===== src/rtl/bp_pkg.sv =====
// rtl/bp_pkg.sv - shared constants, tracking-entry type and counter helper for the branch predictor
package bp_pkg;

  localparam int PHT_DEPTH = 32;
  localparam int IDX_W     = 5;

  localparam logic [1:0] CTR_SNT = 2'b00;
  localparam logic [1:0] CTR_WNT = 2'b01;
  localparam logic [1:0] CTR_WT  = 2'b10;
  localparam logic [1:0] CTR_ST  = 2'b11;

  localparam logic [5:0] OPC_BEQ = 6'b000100;

  localparam int TRK_VALID_W = 1;
  localparam int TRK_PRED_W  = 1;
  localparam int TRK_IDX_W   = IDX_W;

  typedef struct packed {
    logic [TRK_VALID_W-1:0] valid;
    logic [TRK_PRED_W-1:0]  pred_taken;
    logic [TRK_IDX_W-1:0]   idx;
  } trk_t;

  // Saturating 2-bit step: never wraps past strongly taken / strongly not-taken
  function automatic logic [1:0] ctr_next(input logic [1:0] ctr, input logic taken);
    if (taken) return (ctr == CTR_ST)  ? CTR_ST  : ctr + 2'd1;
    else       return (ctr == CTR_SNT) ? CTR_SNT : ctr - 2'd1;
  endfunction

endpackage


===== src/rtl/bp_pht.sv =====
// rtl/bp_pht.sv - pattern history table of 2-bit counters, comb read, saturating update
module bp_pht
  import bp_pkg::*;
#(
  parameter logic [1:0] CTR_RESET = CTR_WNT
) (
  input  logic             clk,
  input  logic             rst_n,
  input  logic [IDX_W-1:0] rd_idx,
  output logic [1:0]       rd_ctr,
  input  logic             upd_en,
  input  logic [IDX_W-1:0] upd_idx,
  input  logic             upd_taken
);

  logic [1:0] ctr [PHT_DEPTH];

  // Read returns the registered value, so a same-cycle update is not visible until next cycle
  assign rd_ctr = ctr[rd_idx];

  // Counter storage: async clear to the reset bias, one saturating update per resolve
  always_ff @(posedge clk or negedge rst_n) begin
    if (!rst_n) begin
      for (int i = 0; i < PHT_DEPTH; i++) ctr[i] <= CTR_RESET;
    end else if (upd_en) begin
      ctr[upd_idx] <= ctr_next(ctr[upd_idx], upd_taken);
    end
  end

endmodule


===== src/rtl/branch_predict_resolve.sv =====
// rtl/branch_predict_resolve.sv - PHT lookup, 3-stage prediction tracking and EX/MEM resolve (optional stats: BP_STATS_EN)
module branch_predict_resolve
  import bp_pkg::*;
#(
  parameter logic [1:0] CTR_RESET = CTR_WNT
) (
  input  logic        clk,
  input  logic        rst_n,
  input  logic        pc_write,
  input  logic [31:0] fetch_pc,
  input  logic        fetch_is_branch,
  input  logic        ex_branch_valid,
  input  logic        ex_branch_taken,
  output logic [1:0]  pred_bit_out,
  output logic        predictor_wrong
`ifdef BP_STATS_EN
  ,
  output logic [31:0] stat_branches,
  output logic [31:0] stat_mispredicts
`endif
);

  logic [IDX_W-1:0] fetch_idx;
  logic             unused_pc_bits;
  logic             resolve;
  trk_t             capture;
  trk_t             stg0, stg1, stg2;
  trk_t             stg0_d, stg1_d, stg2_d;

  // Word-aligned PC: byte offset bits and high bits play no part in indexing
  assign fetch_idx      = fetch_pc[IDX_W+1:2];
  assign unused_pc_bits = ^{fetch_pc[31:IDX_W+2], fetch_pc[1:0]};

  bp_pht #(
    .CTR_RESET (CTR_RESET)
  ) u_pht (
    .clk       (clk),
    .rst_n     (rst_n),
    .rd_idx    (fetch_idx),
    .rd_ctr    (pred_bit_out),
    .upd_en    (resolve),
    .upd_idx   (stg2.idx),
    .upd_taken (ex_branch_taken)
  );

  // A branch fetched in the same cycle as a mispredict is on the wrong path, so it never tracks
  assign capture.valid      = fetch_is_branch & ~predictor_wrong;
  assign capture.pred_taken = pred_bit_out[1];
  assign capture.idx        = fetch_idx;

  assign resolve         = ex_branch_valid & stg2.valid;
  assign predictor_wrong = resolve & (ex_branch_taken != stg2.pred_taken);

  // Next tracking state: shift on advance, hold on stall (retiring a consumed stg2), wipe on flush
  always_comb begin
    stg0_d = stg0;
    stg1_d = stg1;
    stg2_d = stg2;
    if (pc_write) begin
      stg0_d = capture;
      stg1_d = stg0;
      stg2_d = stg1;
    end else if (resolve) begin
      stg2_d.valid = 1'b0;
    end
    if (predictor_wrong) begin
      stg0_d.valid = 1'b0;
      stg1_d.valid = 1'b0;
      stg2_d.valid = 1'b0;
    end
  end

  // Tracking pipe registers
  always_ff @(posedge clk or negedge rst_n) begin
    if (!rst_n) begin
      stg0 <= '0;
      stg1 <= '0;
      stg2 <= '0;
    end else begin
      stg0 <= stg0_d;
      stg1 <= stg1_d;
      stg2 <= stg2_d;
    end
  end

`ifdef BP_STATS_EN
  // Free-running resolve / mispredict counters, wrapping modulo 2^32
  always_ff @(posedge clk or negedge rst_n) begin
    if (!rst_n) begin
      stat_branches    <= '0;
      stat_mispredicts <= '0;
    end else begin
      if (resolve)         stat_branches    <= stat_branches + 32'd1;
      if (predictor_wrong) stat_mispredicts <= stat_mispredicts + 32'd1;
    end
  end
`endif

endmodule

===== config.mk =====
export PLATFORM = sky130hd
export DESIGN_NAME = branch_predict_resolve
export DESIGN_NICKNAME = d
export VERILOG_FILES = /design/src/rtl/bp_pkg.sv /design/src/rtl/bp_pht.sv /design/src/rtl/branch_predict_resolve.sv
export SDC_FILE = /design/constraint.sdc
export NUM_CORES = 1
export LEC_CHECK = 0
export CAP_MARGIN = 20
export CORE_UTILIZATION = 25
export DETAILED_ROUTE_END_ITERATION = 8
export GPL_TIMING_DRIVEN = 0
export SLEW_MARGIN = 20
export SYNTH_ARGS = -nofsm -noshare
export SYNTH_HDL_FRONTEND = slang
export SYNTH_SLANG_ARGS = --single-unit

===== constraint.sdc =====
create_clock -name clk -period 2.4 [get_ports clk]
set_clock_uncertainty 0.2 [all_clocks]
set_input_delay 0.24 -clock clk [delete_from_list [all_inputs] [get_ports clk]]
set_output_delay 0.24 -clock clk [all_outputs]
set_load 0.01 [all_outputs]

# ---- Word level (Yosys, flattened, before mapping)
# Index checks and enable logic that the tools add are counted.
dict set report word_totals {
  latch_bits 0
  output_inout_bits 3
  mem_count 0
  regBits 85
  wordCells 78
  in_bits 38
  ramBits 0
  rom_bits 0
}
dict set report classes {
  n_lt_le_gt_ge 3
  shifts 0
  reduce_logical 4
  div 0
  n_eq_ne 2
  bitwise 6
  n_mux 20
  n_addsub 2
  n_mul 0
}
# op count
set ops {}
lappend ops {{$bwmux 64} 1}
lappend ops {{$bmux 2 s5} 2}
lappend ops {{$mux 2} 9}
lappend ops {{$mux 7} 2}
lappend ops {{$ge 6x6->1 const B} 2}
lappend ops {{$not 5->6} 2}
lappend ops {{$demux 2 s5} 1}
lappend ops {{$lt 6x1->1 const B} 1}
lappend ops {{$mux 1} 5}
lappend ops {{$and 1x1->1} 3}
lappend ops {{$reduce_bool 3->1} 1}
lappend ops {{$add 2x1->2 const B} 1}
lappend ops {{$eq 2x2->1 const B} 1}
lappend ops {{$logic_not 2->1} 1}
lappend ops {{$reduce_bool 2->1} 1}
lappend ops {{$sub 2x1->2 const B} 1}
lappend ops {{$logic_and 1x1->1} 1}
lappend ops {{$ne 1x1->1} 1}
lappend ops {{$not 1->1} 1}

# ---- Logic depth before layout (Yosys ltp)
# Gate-level depths: netlist (run 1).
dict set report logic_depth {
  depth_word 9
  ltp_mapped 10
  mapped_depth_nobuf 7
}

# ---- Hierarchy
# Synthesis (run 1) repeated with hierarchy kept, for this count alone.
dict set report hier_totals {
  hier_cells 423
  hier_area_um2 4619.4
}
# module cells_each seq_area_each_um2 instances area_per_inst_um2
set by_module_without_submodules {}
lappend by_module_without_submodules {bp_pht 371 1641.6 1 3803.6}
lappend by_module_without_submodules {branch_predict_resolve 52 525.5 1 815.8}

# ---- Worst setup path after synthesis (run 1)
# No wires, ideal clock.
dict set report synth_timing {
  path_kind {input -> register}
  startpoint {in fetch_pc[3]}
  endpoint {reg stg0[5] (netlist name)}
  arrival_time_ps 2158
  n_path_buf 2
  path_slack_ps -83
  setup_ps 125
  t_required_ps 2075
  path_stages 6
  path_cell_list {clkbuf_1 > buf_1 > mux4_2 > mux4_2 > mux2_2 > mux2_4}
}
dict set report synth_via {
  elab_chain_cells 4
}
# element line
set synth_lines {}
lappend synth_lines {{from (decl)} branch_predict_resolve.sv:10} ;# input logic [31:0] fetch_pc,
lappend synth_lines {{$not 5->6 (not written as such)} bp_pht.sv:19} ;# assign rd_ctr = ctr[rd_idx];
lappend synth_lines {{$bmux 2 s5} bp_pht.sv:19}
lappend synth_lines {{$mux 2 (not written as such) (2 in a row)} bp_pht.sv:19}
lappend synth_lines {{named net pred_bit_out[1]} branch_predict_resolve.sv:14} ;# output logic [1:0] pred_bit_out,
lappend synth_lines {{to (signal assigned)} branch_predict_resolve.sv:80} ;# stg0 <= stg0_d;
lappend synth_lines {{to (decl)} branch_predict_resolve.sv:27} ;# trk_t stg0, stg1, stg2;
# The timed path passes the listed nets, and every way through them passes these cells. The select of a mux whose other input is x is not followed.
# A chain may end at the register's enable or synchronous reset.

# ---- Worst setup path after layout (run 1)
dict set report layout_timing {
  startpoint {reg stg2[0] (netlist name)}
  endpoint {reg u_pht.ctr[35] (netlist name)}
}
dict set report layout_via {
  elab_chain_cells 9
}
# element line
set layout_lines {}
lappend layout_lines {{from (decl)} branch_predict_resolve.sv:27}
lappend layout_lines {{from (signal assigned)} branch_predict_resolve.sv:82} ;# stg2 <= stg2_d;
lappend layout_lines {{$not 5->6 (not written as such) (*)} bp_pht.sv:26} ;# ctr[upd_idx] <= ctr_next(ctr[upd_idx], upd_taken);
lappend layout_lines {{$bmux 2 s5} bp_pht.sv:26}
lappend layout_lines {{$mux 2 (not written as such) (2 in a row)} bp_pht.sv:26}
lappend layout_lines {{$sub 2x1->2 (tied with other cells)} bp_pkg.sv:27} ;# else return (ctr == CTR_SNT) ? CTR_SNT : ctr - 2'd1;
lappend layout_lines {{$mux 2, on equally long branches} {bp_pkg.sv:27, bp_pkg.sv:26}}
lappend layout_lines {{$mux 2} bp_pkg.sv:26} ;# if (taken) return (ctr == CTR_ST) ? CTR_ST : ctr + 2'd1;
lappend layout_lines {{$mux 2} bp_pht.sv:25} ;# end else if (upd_en) begin
lappend layout_lines {{$bwmux 64 (*)} bp_pht.sv:26}
lappend layout_lines {{to (signal, indexed assignment)} bp_pht.sv:26}
lappend layout_lines {{to (decl)} bp_pht.sv:16} ;# logic [1:0] ctr [PHT_DEPTH];
# Mark *: on every way between the ends. The rest lies on a longest branch, timed or not. The select of a mux whose other input is x is not followed.

==> results of run 1 <==
==> cell usage after synthesis <==
master,count
sky130_fd_sc_hd__o22ai_1,12
sky130_fd_sc_hd__or3b_1,3
sky130_fd_sc_hd__xnor2_1,1
sky130_fd_sc_hd__o22a_1,2
sky130_fd_sc_hd__a21boi_4,1
sky130_fd_sc_hd__buf_6,6
sky130_fd_sc_hd__o21ai_0,2
sky130_fd_sc_hd__mux2i_1,34
sky130_fd_sc_hd__nand2b_1,4
sky130_fd_sc_hd__dfrtp_1,53
sky130_fd_sc_hd__buf_2,11
sky130_fd_sc_hd__mux2_1,10
sky130_fd_sc_hd__o21ai_1,1
sky130_fd_sc_hd__mux2_2,55
sky130_fd_sc_hd__nor2_1,37
sky130_fd_sc_hd__a21boi_1,1
sky130_fd_sc_hd__a32oi_2,1
sky130_fd_sc_hd__mux2_4,19
sky130_fd_sc_hd__nand2_2,1
sky130_fd_sc_hd__clkbuf_1,3
sky130_fd_sc_hd__o32ai_4,1
sky130_fd_sc_hd__o32ai_1,1
sky130_fd_sc_hd__nand3_1,1
sky130_fd_sc_hd__buf_12,1
sky130_fd_sc_hd__buf_4,1
sky130_fd_sc_hd__nand2_1,5
sky130_fd_sc_hd__nand4b_1,1
sky130_fd_sc_hd__o221ai_1,2
sky130_fd_sc_hd__dfstp_2,32
sky130_fd_sc_hd__nand4_1,1
sky130_fd_sc_hd__a21oi_1,1
sky130_fd_sc_hd__inv_1,1
sky130_fd_sc_hd__mux4_1,9
sky130_fd_sc_hd__mux4_2,11
sky130_fd_sc_hd__nor3_1,3
sky130_fd_sc_hd__nand3b_1,3
sky130_fd_sc_hd__buf_1,3
sky130_fd_sc_hd__or3_1,2
==> cell families (layout without fill, tap and decap cells) <==
| group | Yosys count | in the layout | share of synthesized area |
|---|---|---|---|
| mux | 138 | 138 | 0.393 |
| buf+inv | 26 | 78 | 0.0376 |
| flops | 85 | 85 | 0.462 |
| simple gates | 61 | 61 | 0.0608 |
| xor+xnor | 1 | 1 | 0.00187 |
| compound gates | 25 | 25 | 0.0446 |
==> state kept, by name, summed over array words and instances, names as in the netlist <==
signal	count
stg0	7
stg1	7
u_pht.ctr	64
stg2	7
==> routing by layer <==
layer  up-vias  track usage  routed length, µm
li1       1342            -                  -
met1      1645        0.184               5720
met2       128        0.215               5980
met3        27       0.0300                750
met4         0       0.0544                377
met5         -            0                  0
==> area by class of cell <==
cell class / count / area (µm²) / area share
tap: 229 / 287 / 0.0484
sequential: 85 / 2170 / 0.367
timing repair buffer: 40 / 452 / 0.0763
multi-input combinational: 225 / 2480 / 0.419
inverter: 1 / 3.75 / 0.000634
clock buffer: 16 / 292 / 0.0492
buffer: 21 / 233 / 0.0393
==> through the flow <==
| stage | instances | hold slack (ns) | worst slack, ns | setup TNS, ns |
|---|---|---|---|---|
| floorplan | 336 | -0.256 | 0.0340 | 0 |
| global placement | 575 | 0.285 | -2.06 | -170.32 |
| detailed placement | 576 | 0.0694 | -0.741 | -30.28 |
| CTS | 607 | 0.205 | -0.219 | -8.35 |
| global route | 617 | 0.241 | -0.275 | -15.31 |
| finish | 617 | 0.213 | -0.234 | -11.98 |
==> what timing repair did <==
item / in CTS / in global routing
pin swaps: 7 / 4
hold buffers: 1 / 0
hold endpoints to repair: 30 / 0
cloned: 2 / 5
setup endpoints to repair: 67 / 67
gates resized for setup: 66 / 26
setup buffers: 15 / 6
==> cell usage in the layout (no fill, tap or decap), types with 3 or more instances in the layout <==
cell	instances
sky130_fd_sc_hd__mux2_1	6
sky130_fd_sc_hd__mux2_2	46
sky130_fd_sc_hd__buf_6	14
sky130_fd_sc_hd__o22ai_2	3
sky130_fd_sc_hd__nor2_1	36
sky130_fd_sc_hd__mux2i_2	6
sky130_fd_sc_hd__clkbuf_1	4
sky130_fd_sc_hd__o22ai_1	9
sky130_fd_sc_hd__clkbuf_16	13
sky130_fd_sc_hd__clkbuf_8	4
sky130_fd_sc_hd__buf_12	6
sky130_fd_sc_hd__mux2_4	32
sky130_fd_sc_hd__dfrtp_1	50
sky130_fd_sc_hd__dfstp_2	32
sky130_fd_sc_hd__mux4_2	18
sky130_fd_sc_hd__buf_2	3
sky130_fd_sc_hd__buf_8	4
sky130_fd_sc_hd__dfrtp_2	3
sky130_fd_sc_hd__clkdlybuf4s50_1	7
sky130_fd_sc_hd__mux2i_1	26
sky130_fd_sc_hd__nand3b_1	3
sky130_fd_sc_hd__nand2b_1	4
sky130_fd_sc_hd__buf_4	18
sky130_fd_sc_hd__nand2_1	4
==> report_power, final <==
part / switching (mW) / internal [mW] / leakage, nW / total [mW]
Combinational: 0.621 / 0.769 / 1.25 / 1.39
Sequential: 0.187 / 1.75 / 1.03 / 1.94
Clock: 0.559 / 0.817 / 0.143 / 1.38
==> how the worst max path moves through the flow <==
| stage | to | slack [ns] | cells past startpoint |
|---|---|---|---|
| 5_1_grt | u_pht.ctr[29]$_DFFE_PN0P_ | -0.28 | 11 |
| 3_5_place_dp | pred_bit_out[0] | -0.74 | 6 |
| 4_1_cts | pred_bit_out[1] | -0.22 | 4 |
| 2_1_floorplan | u_pht.ctr[19]$_DFFE_PN0P_ | 0.03 | 9 |
| 6_report | u_pht.ctr[35]$_DFFE_PN0P_ | -0.23 | 10 |
| 3_3_place_gp | u_pht.ctr[45]$_DFFE_PN0P_ | -2.06 | 1 |
==> worst max-delay path, stage by stage, from the launching register on <==
cell                        delay, ns
sky130_fd_sc_hd__dfrtp_2         0.44
sky130_fd_sc_hd__clkbuf_16       0.19
sky130_fd_sc_hd__buf_12          0.13
sky130_fd_sc_hd__mux2i_4         0.23
sky130_fd_sc_hd__o221ai_2        0.16
sky130_fd_sc_hd__nor3_2          0.21
sky130_fd_sc_hd__a21boi_2        0.24
sky130_fd_sc_hd__o32ai_4         0.11
sky130_fd_sc_hd__buf_12          0.17
sky130_fd_sc_hd__buf_6           0.13
sky130_fd_sc_hd__mux2_1          0.28
==> results.ini, run 1 <==
[clock_network]
tritoncts_clock_tree = done
cts.root.buffer_cell = sky130_fd_sc_hd__clkbuf_16
clock_latency_ns = 0.35
cts_inserted_buffers = 9
clock_sink_count = 85
worst_setup_hold_path_clk_slew_ns = 0.06
clockBufferDepth = 2
clock_tree.htree_level_count = 3

[synthesis]
number_of_warnings_printed_during_yosys_synthesis = 0
syn_area_per_cell_um2 = 14.0
synthCells = 336
cell_area_after_synthesis_mm2 = 0.00469
netlist.area_leader.share = 0.283
yosys_register_bits = 85
net_count_after_synthesis = 374
ys_types = 38
ys_seq_area_frac = 0.462
yosys-top-cells-area = sky130_fd_sc_hd__dfrtp_1, sky130_fd_sc_hd__dfstp_2, sky130_fd_sc_hd__mux2_2, sky130_fd_sc_hd__mux2i_1, sky130_fd_sc_hd__mux2_4
yosysTopAreaCell = sky130_fd_sc_hd__dfrtp_1

[die]
core_area_mm2 = 0.0181
row_count = 49
top_level_ports = 41
floorplan.die.height_um = 139
start_util = 0.258
dieWidth_um = 139
die_area_mm2 = 0.0193

[drt]
route.antenna.remaining_nets = 0
drt-total-wl_mm = 12.8
dr_total_vias = 3142
routedWlPerCell_um = 20.8
detail_route.vias_per_cell = 5.09
remaining_drc_errors = 0
drt_pass1_iterations = 7
detail_route.iter0.violations = 296

[critical_path]
r2r_start = stg2[0]$_DFFE_PN0P_
worstPathMaxFanout = 7
worstSetupStartpointType = flip-flop
startpoint = stg2[0]$_DFFE_PN0P_
r2r.worst_path.cells = 10
reg_to_reg_critical_path_endpoint = u_pht.ctr[35]$_DFFE_PN0P_
setup.worst_path.class = flip-flop to flip-flop
worst_ep_required_time_ns = 2.43
arrival_ns = 2.67
crit_path_end_kind = flip-flop
rrSetupSlack_ns = -0.23

[finish]
finalNetCount = 421
final_area_mm2 = 0.00592
layout-area-overhead-vs-synth_pct = 26.3
final_core_utilization = 0.326
final_layout_size_suffix_gt1_frac = 0.570
antenna_cells_inserted = 0
fillers = 1743

[sta]
timing_worst_slew_pin_value_ns = 0.793
setup_ws_ns = -0.234
period_share = 1.10
setup_violators_final = 66
maxClockFrequency_mhz = 380
timing.final.crit_period_ns = 2.63
maxSlewHeadroom = 0.467
rsz0062_at_grt = true
finalMaxSlewViolations = 0
final_hold_viol_count = 0

[hold_path]
hold-path-endpoint = stg0[0]$_DFFE_PN0P_
path_category_of_the_worst_min_delay_check = input pin to flip-flop
worstHoldStart = fetch_pc[2]
whs_path_depth = 3

[power]
power_density_mw_per_mm2 = 794
finalPower_mw = 4.70
static-leakage-power_nw = 2.43
peakVddDrop_uv = 396

[run_status]
violations_in_the_final_reports = setup timing
run_status = finished, violations left

[place]
detailedPlacementHpwl_mm = 8.04
globalplace.congestion = 0.833
place_area_mm2 = 0.00509
port_buffers = 10

[global_routing]
antenna_violations_before_repair = 0
grt_start_max_net_pins = 46
via_count_of_the_first_global_routing_pass = 3188
overflow = 0
globalRouteTotalUtil = 0.137
grt_pass1_wl_mm = 19.6

[run]
drv_cap = 0

Note: power is estimated with default switching activity, not from simulation.
==> run 2, diff against run 1 <==
--- a/config.mk
+++ b/config.mk
@@ -9,7 +9,8 @@
 export CORE_UTILIZATION = 25
 export DETAILED_ROUTE_END_ITERATION = 8
 export GPL_TIMING_DRIVEN = 0
-export SLEW_MARGIN = 20
+export REMOVE_ABC_BUFFERS = 1
+export SLEW_MARGIN = 0
 export SYNTH_ARGS = -nofsm -noshare
 export SYNTH_HDL_FRONTEND = slang
 export SYNTH_SLANG_ARGS = --single-unit
==> constraint.sdc (replaced) <==
create_clock -name clk -period 2.4 [get_ports clk]
set_clock_uncertainty 0.2 [all_clocks]
set_input_delay 0.48 -clock clk [delete_from_list [all_inputs] [get_ports clk]]
set_output_delay 0.48 -clock clk [all_outputs]
set_load 0.01 [all_outputs]
==> run 2 against run 1 <==
Against the previous run:
- the flow still finishes with violations (setup timing)
- total power is 2.7% higher
- worst setup slack got worse by 0.24 ns
- final cell count shrank 2.3%
- clock power rose by 5%
- largest cell class unchanged
- largest power group unchanged
==> results.ini, run 2 (synthesis gave the netlist of run 1 again) <==
[power]
finalPower_mw = 4.83  ; +2.7%
power_switching_mw = 1.42  ; +3.6%
power_density_mw_per_mm2 = 794  ; about the same
cellInternalPower_mw = 3.41  ; +2.4%
static-leakage-power_nw = 2.46  ; +1.3%
peakVddDrop_uv = 336  ; -15%
power.sequential.fraction = 0.409  ; -0.003
share_clk_of_total_power = 0.300  ; +0.007
combPwrFrac = 0.291  ; -0.005
power.switching_fraction = 0.293  ; +0.00240

[critical_path]
critPathCapture = pred_bit_out[0]
startpoint = u_pht.ctr[52]$_DFFE_PN1P_
critPathSlowestCell = sky130_fd_sc_hd__mux4_1
crit_path_end_kind = output pin
critical_path.n_buffers_inverters = 1  ; -3
worst_ep_required_time_ns = 1.72  ; -0.71 ns
rrSetupSlack_ns = -0.34  ; -0.11 ns
r2r_start = stg2[0]$_DFFE_PN0P_
critical_path_depth = 4  ; -6
critical_path.max_stage_delay_ns = 0.53  ; +0.09 ns
worstPathMaxFanout = 3  ; -4
arrival_ns = 2.19  ; -0.48 ns
critical_path.top_delay_family = multiplexers
reg_to_reg_critical_path_endpoint = u_pht.ctr[15]$_DFFE_PN0P_
worstSetupStartpointType = flip-flop
setup.worst_path.class = flip-flop to output pin
cp_cell_sequence = mux4_1 -> mux4_2 -> mux2_4 -> buf_6
r2r.worst_path.cells = 11  ; +1

[die]
floorplan.die.height_um = 139  ; unchanged
row_count = 49  ; unchanged
core_area_mm2 = 0.0181  ; unchanged
dieWidth_um = 139  ; unchanged
top_level_ports = 41  ; unchanged
die_area_mm2 = 0.0193  ; unchanged
start_util = 0.258  ; unchanged

[run_status]
run_status = finished, violations left
violations_in_the_final_reports = setup timing

[sta]
timing.final.crit_period_ns = 2.87  ; +0.237 ns
maxClockFrequency_mhz = 348  ; -8.3%
rsz0062_at_grt = true
finalMaxSlewViolations = 0  ; unchanged
period_share = 1.20  ; +0.0988
maxSlewHeadroom = 0.357  ; -0.110
timing_worst_slew_pin_value_ns = 0.961  ; +0.169 ns
setup_ws_ns = -0.471  ; -0.237 ns
setup_violators_final = 67  ; +1.5%
final_hold_viol_count = 0  ; unchanged

[drt]
drt_pass1_iterations = 6  ; -1
remaining_drc_errors = 0  ; unchanged
routedWlPerCell_um = 21.1  ; +1.6%
detail_route.iter0.violations = 301  ; +1.7%
drt-total-wl_mm = 12.7  ; -0.74%
detail_route.vias_per_cell = 5.12  ; +0.60%
dr_total_vias = 3089  ; -1.7%
route.antenna.remaining_nets = 0  ; unchanged

[finish]
final_core_utilization = 0.335  ; +0.00903
area.sequential_mm2 = 0.00217  ; +0.17%
layout-area-overhead-vs-synth_pct = 29.8
fillers = 1739  ; -0.23%
stdcell_count = 603  ; -2.3%
multi_input_area_mm2 = 0.00268  ; +8.1%
finalNetCount = 407  ; -3.3%
antenna_cells_inserted = 0  ; unchanged
layout.cells.most_common_list = sky130_fd_sc_hd__mux2_4, sky130_fd_sc_hd__dfrtp_1, sky130_fd_sc_hd__nor2_1, sky130_fd_sc_hd__dfstp_2, sky130_fd_sc_hd__mux2i_1
largest_register_ff_count = 64  ; unchanged
mostFrequentLayoutCell = sky130_fd_sc_hd__mux2_4
final_area_mm2 = 0.00608  ; +2.8%
max_flop_register = u_pht.ctr
final_layout_size_suffix_gt1_frac = 0.607  ; +0.0374

[clock_network]
clockBufferDepth = 2  ; unchanged
cts.root.buffer_cell = sky130_fd_sc_hd__clkbuf_16
worst_setup_hold_path_clk_slew_ns = 0.06  ; about the same
clock_tree.htree_level_count = 3  ; unchanged
tritoncts_clock_tree = done
cts_inserted_buffers = 9  ; unchanged
clock_latency_ns = 0.34  ; about the same
clock_sink_count = 85  ; unchanged

[place]
port_buffers = 13  ; +3
place_area_mm2 = 0.00503  ; -1.2%
detailedPlacementHpwl_mm = 7.35  ; -8.6%
placed_cells = 557  ; -3.3%
dpl_worst_slack_ns = -1.81  ; -1.06 ns
globalplace.congestion = 0.803  ; -3.7%

[global_routing]
globalRouteTotalUtil = 0.127  ; -0.0104
antenna_violations_before_repair = 0  ; unchanged
via_count_of_the_first_global_routing_pass = 3210  ; +0.69%
grt_pass1_wl_mm = 18.5  ; -5.8%
overflow = 0  ; unchanged
grt_start_max_net_pins = 53  ; +15%

[run]
drv_cap = 0  ; unchanged

[hold_path]
path_category_of_the_worst_min_delay_check = input pin to flip-flop

-- run 2: repair_timing --
| action | in CTS | in global routing |
|---|---|---|
| cloned | 3 | 6 |
| buffers inserted | 12 | 8 |
| pin swaps | 4 | 13 |
| endpoints found under the hold margin | 27 | 0 |
| hold buffers | 1 | 0 |
| endpoints found under the setup margin | 68 | 66 |
| resized for setup | 65 | 75 |
-- run 2: per-layer routing --
metal  global-route usage  vias up  wire, µm
li1                     -     1322         -
met1                0.159     1633      5510
met2                0.209      116      6160
met3               0.0318       18       812
met4               0.0503        0       252
met5                    0        -         0
-- run 2: worst min-delay path by stage --
stage,start,end,slack [ns],cells after the start
4_1_cts,fetch_pc[2],stg0[0]$_DFFE_PN0P_,0.20,2
5_1_grt,fetch_pc[2],stg0[0]$_DFFE_PN0P_,0.21,2
3_5_place_dp,rst_n,stg2[4]$_DFFE_PN0P_,0.27,1
6_report,fetch_pc[2],stg0[0]$_DFFE_PN0P_,0.20,2
3_3_place_gp,stg0[4]$_DFFE_PN0P_,stg0[4]$_DFFE_PN0P_,0.28,1
2_1_floorplan,rst_n,stg0[0]$_DFFE_PN0P_,-0.02,0
-- run 2: power by group through the flow --
stage / clock [mW] / sequential, mW / combinational [mW]
2_1_floorplan: 0 / 1.91 / 0.587
3_3_place_gp: 0 / 1.98 / 0.807
3_5_place_dp: 0 / 1.96 / 0.901
4_1_cts: 1.47 / 1.94 / 1.09
5_1_grt: 1.53 / 2.00 / 1.48
6_report: 1.45 / 1.97 / 1.41
-- run 2: through the flow --
| step | hold slack [ns] | setup TNS [ns] |
|---|---|---|
| after floorplan | -0.0156 | -53.67 |
| after global placement | 0.284 | -304.79 |
| after detailed placement | 0.269 | -66.92 |
| after CTS | 0.203 | -14.95 |
| after global routing | 0.205 | -21.54 |
| final | 0.202 | -18.56 |
-- run 2: cell type report --
cell class | instances | area share
Clock buffer | 11 | 0.0415
Clock inverter | 5 | 0.00946
Inverter | 1 | 0.000617
Multi-Input combinational cell | 226 | 0.441
Sequential cell | 85 | 0.357
Tap cell | 229 | 0.0471
Timing Repair Buffer | 46 | 0.103
==> run 3, diff against run 2 <==
--- a/config.mk
+++ b/config.mk
@@ -6,11 +6,11 @@
 export NUM_CORES = 1
 export LEC_CHECK = 0
 export CAP_MARGIN = 20
-export CORE_UTILIZATION = 25
+export CORE_UTILIZATION = 52
 export DETAILED_ROUTE_END_ITERATION = 8
 export GPL_TIMING_DRIVEN = 0
+export PLACE_DENSITY = 0.76
 export REMOVE_ABC_BUFFERS = 1
-export SLEW_MARGIN = 0
 export SYNTH_ARGS = -nofsm -noshare
 export SYNTH_HDL_FRONTEND = slang
 export SYNTH_SLANG_ARGS = --single-unit
==> run 3 against run 2 <==
Against the previous run:
- the flow still finishes with violations (setup timing)
- critical path depth stayed put
- clock power is 30% lower
- global-route usage is 13 points higher
- first-iteration DRC count is 21% lower
- routed wire length is 3.7% lower
- largest power group unchanged
- highest routed layer unchanged
==> results.ini, run 3 (synthesis gave the netlist of run 1 again) <==
[die]
top_level_ports = 41  ; unchanged
core_area_mm2 = 0.00872  ; -52%
dieWidth_um = 97.0  ; -30%
floorplan.die.height_um = 97.0  ; -30%
row_count = 34  ; -31%
die_area_mm2 = 0.00940  ; -51%
start_util = 0.538  ; +0.279

[sta]
finalMaxSlewViolations = 0  ; unchanged
timing_worst_slew_pin_value_ns = 0.995  ; +0.0337 ns
rsz0062_at_grt = true
setup_violators_final = 67  ; unchanged
hold_slack_ns = 0.292  ; +0.0906 ns
maxClockFrequency_mhz = 347  ; -0.45%
final_hold_viol_count = 0  ; unchanged
setup_ws_ns = -0.484  ; -0.0130 ns
timing.final.crit_period_ns = 2.88  ; +0.0130 ns
period_share = 1.20  ; +0.00540
maxSlewHeadroom = 0.334  ; -0.0226

[finish]
final_core_utilization = 0.657  ; +0.321
mostFrequentLayoutCell = sky130_fd_sc_hd__mux2_2
final_layout_size_suffix_gt1_frac = 0.603  ; -0.00435
layout-area-overhead-vs-synth_pct = 22.2
final_area_mm2 = 0.00573  ; -5.9%
largest_register_ff_count = 64  ; unchanged
antenna_cells_inserted = 0  ; unchanged
finalNetCount = 418  ; +2.7%
layout.cells.most_common_list = sky130_fd_sc_hd__mux2_2, sky130_fd_sc_hd__dfrtp_1, sky130_fd_sc_hd__nor2_1, sky130_fd_sc_hd__mux2_4, sky130_fd_sc_hd__dfstp_2
fillers = 596  ; -66%
max_flop_register = u_pht.ctr

[global_routing]
globalRouteTotalUtil = 0.255  ; +0.128
grt_pass1_wl_mm = 18.3  ; -0.93%
grt_start_max_net_pins = 55  ; +3.8%
antenna_violations_before_repair = 0  ; unchanged
via_count_of_the_first_global_routing_pass = 3285  ; +2.3%
overflow = 0  ; unchanged

[clock_network]
worst_setup_hold_path_clk_slew_ns = 0.09  ; +0.03 ns
tritoncts_clock_tree = done
clock_tree.htree_level_count = 3  ; unchanged
cts.root.buffer_cell = sky130_fd_sc_hd__clkbuf_8
clockBufferDepth = 2  ; unchanged
clock_sink_count = 85  ; unchanged
cts_inserted_buffers = 9  ; unchanged
clock_latency_ns = 0.36  ; +0.02 ns

[critical_path]
setup.worst_path.class = flip-flop to output pin
r2r_start = stg2[0]$_DFFE_PN0P_
crit_path_end_kind = output pin
reg_to_reg_critical_path_endpoint = u_pht.ctr[47]$_DFFE_PN0P_
rrSetupSlack_ns = -0.39  ; -0.05 ns
worstSetupStartpointType = flip-flop
worstPathMaxFanout = 3  ; unchanged
r2r.worst_path.cells = 10  ; -1
worst_ep_required_time_ns = 1.72  ; about the same
arrival_ns = 2.20  ; about the same

[place]
globalplace.congestion = 0.822  ; +2.4%
place_area_mm2 = 0.00483  ; -4.0%
dpl_worst_slack_ns = -2.02  ; -0.213 ns
port_buffers = 13  ; unchanged
detailedPlacementHpwl_mm = 6.61  ; -10%

[drt]
detail_route.vias_per_cell = 6.51  ; +27%
route.antenna.remaining_nets = 0  ; unchanged
drt_pass1_iterations = 4  ; -2
remaining_drc_errors = 0  ; unchanged
drt-total-wl_mm = 12.3  ; -3.7%
routedWlPerCell_um = 24.9  ; +18%
dr_total_vias = 3210  ; +3.9%
detail_route.iter0.violations = 239  ; -21%

[hold_path]
path_category_of_the_worst_min_delay_check = input pin to flip-flop
hold-path-endpoint = stg0[0]$_DFFE_PN0P_
worstHoldStart = fetch_pc[2]
whs_path_depth = 2  ; unchanged

[power]
power_density_mw_per_mm2 = 763  ; -4.0%
finalPower_mw = 4.37  ; -9.6%
static-leakage-power_nw = 2.37  ; -3.4%
peakVddDrop_uv = 384  ; +14%

[run_status]
violations_in_the_final_reports = setup timing
run_status = finished, violations left

[run]
drv_cap = 0  ; unchanged

run 3: worst max-delay path by stage:
| stage | start | end | slack, ns | cells past startpoint |
|---|---|---|---|---|
| after floorplan | stg2[0]$_DFFE_PN0P_ | u_pht.ctr[0]$_DFFE_PN1P_ | -0.92 | 7 |
| after global placement | rst_n | u_pht.ctr[41]$_DFFE_PN0P_ | -2.24 | 1 |
| after detailed placement | fetch_pc[2] | pred_bit_out[1] | -2.02 | 5 |
| after CTS | u_pht.ctr[47]$_DFFE_PN0P_ | pred_bit_out[1] | -0.47 | 4 |
| after global routing | u_pht.ctr[47]$_DFFE_PN0P_ | pred_bit_out[1] | -0.51 | 4 |
| final | u_pht.ctr[47]$_DFFE_PN0P_ | pred_bit_out[1] | -0.48 | 4 |
run 3: routing by layer:
layer / GRT usage / wire length, µm / vias to the layer above
met3: 0.0737 / 884 / 35
met2: 0.386 / 5850 / 155
met1: 0.347 / 5120 / 1671
met4: 0.102 / 409 / 0
li1: - / - / 1349
met5: 0 / 0 / -
run 3: timing repair:
item	CTS	global route
setup buffers	16	20
endpoints found under the setup margin	68	66
gates resized for setup	55	52
endpoints found under the hold margin	11	0
gates cloned	2	4
pin swaps	5	12
hold buffers	1	0
run 3: report_power, final:
part	internal, mW	total, mW	switching, mW
combinational	0.776	1.41	0.633
clock	0.479	1.01	0.527
sequential	1.75	1.95	0.205
run 3: worst max-delay path, stage by stage (launching register included):
cell	delay (ns)
sky130_fd_sc_hd__dfrtp_1	0.42
sky130_fd_sc_hd__mux4_2	0.52
sky130_fd_sc_hd__mux4_2	0.47
sky130_fd_sc_hd__mux2_4	0.30
sky130_fd_sc_hd__buf_6	0.12
run 3: metrics by stage:
| stage | setup TNS [ns] | instances |
|---|---|---|
| floorplan | -53.67 | 311 |
| global placement | -287.18 | 432 |
| detailed placement | -71.51 | 434 |
| CTS | -17.95 | 469 |
| global route | -25.45 | 493 |
| finish | -21.60 | 493 |
run 3: area by class of cell:
| class | count | area, µm² | share of cell area |
|---|---|---|---|
| clock inverter | 6 | 63.8 | 0.0111 |
| multi-input combinational | 227 | 2590 | 0.452 |
| sequential | 85 | 2170 | 0.380 |
| timing repair buffer | 56 | 632 | 0.110 |
| clock buffer | 10 | 128 | 0.0223 |
| inverter | 1 | 3.75 | 0.000655 |
| tap | 108 | 135 | 0.0236 |
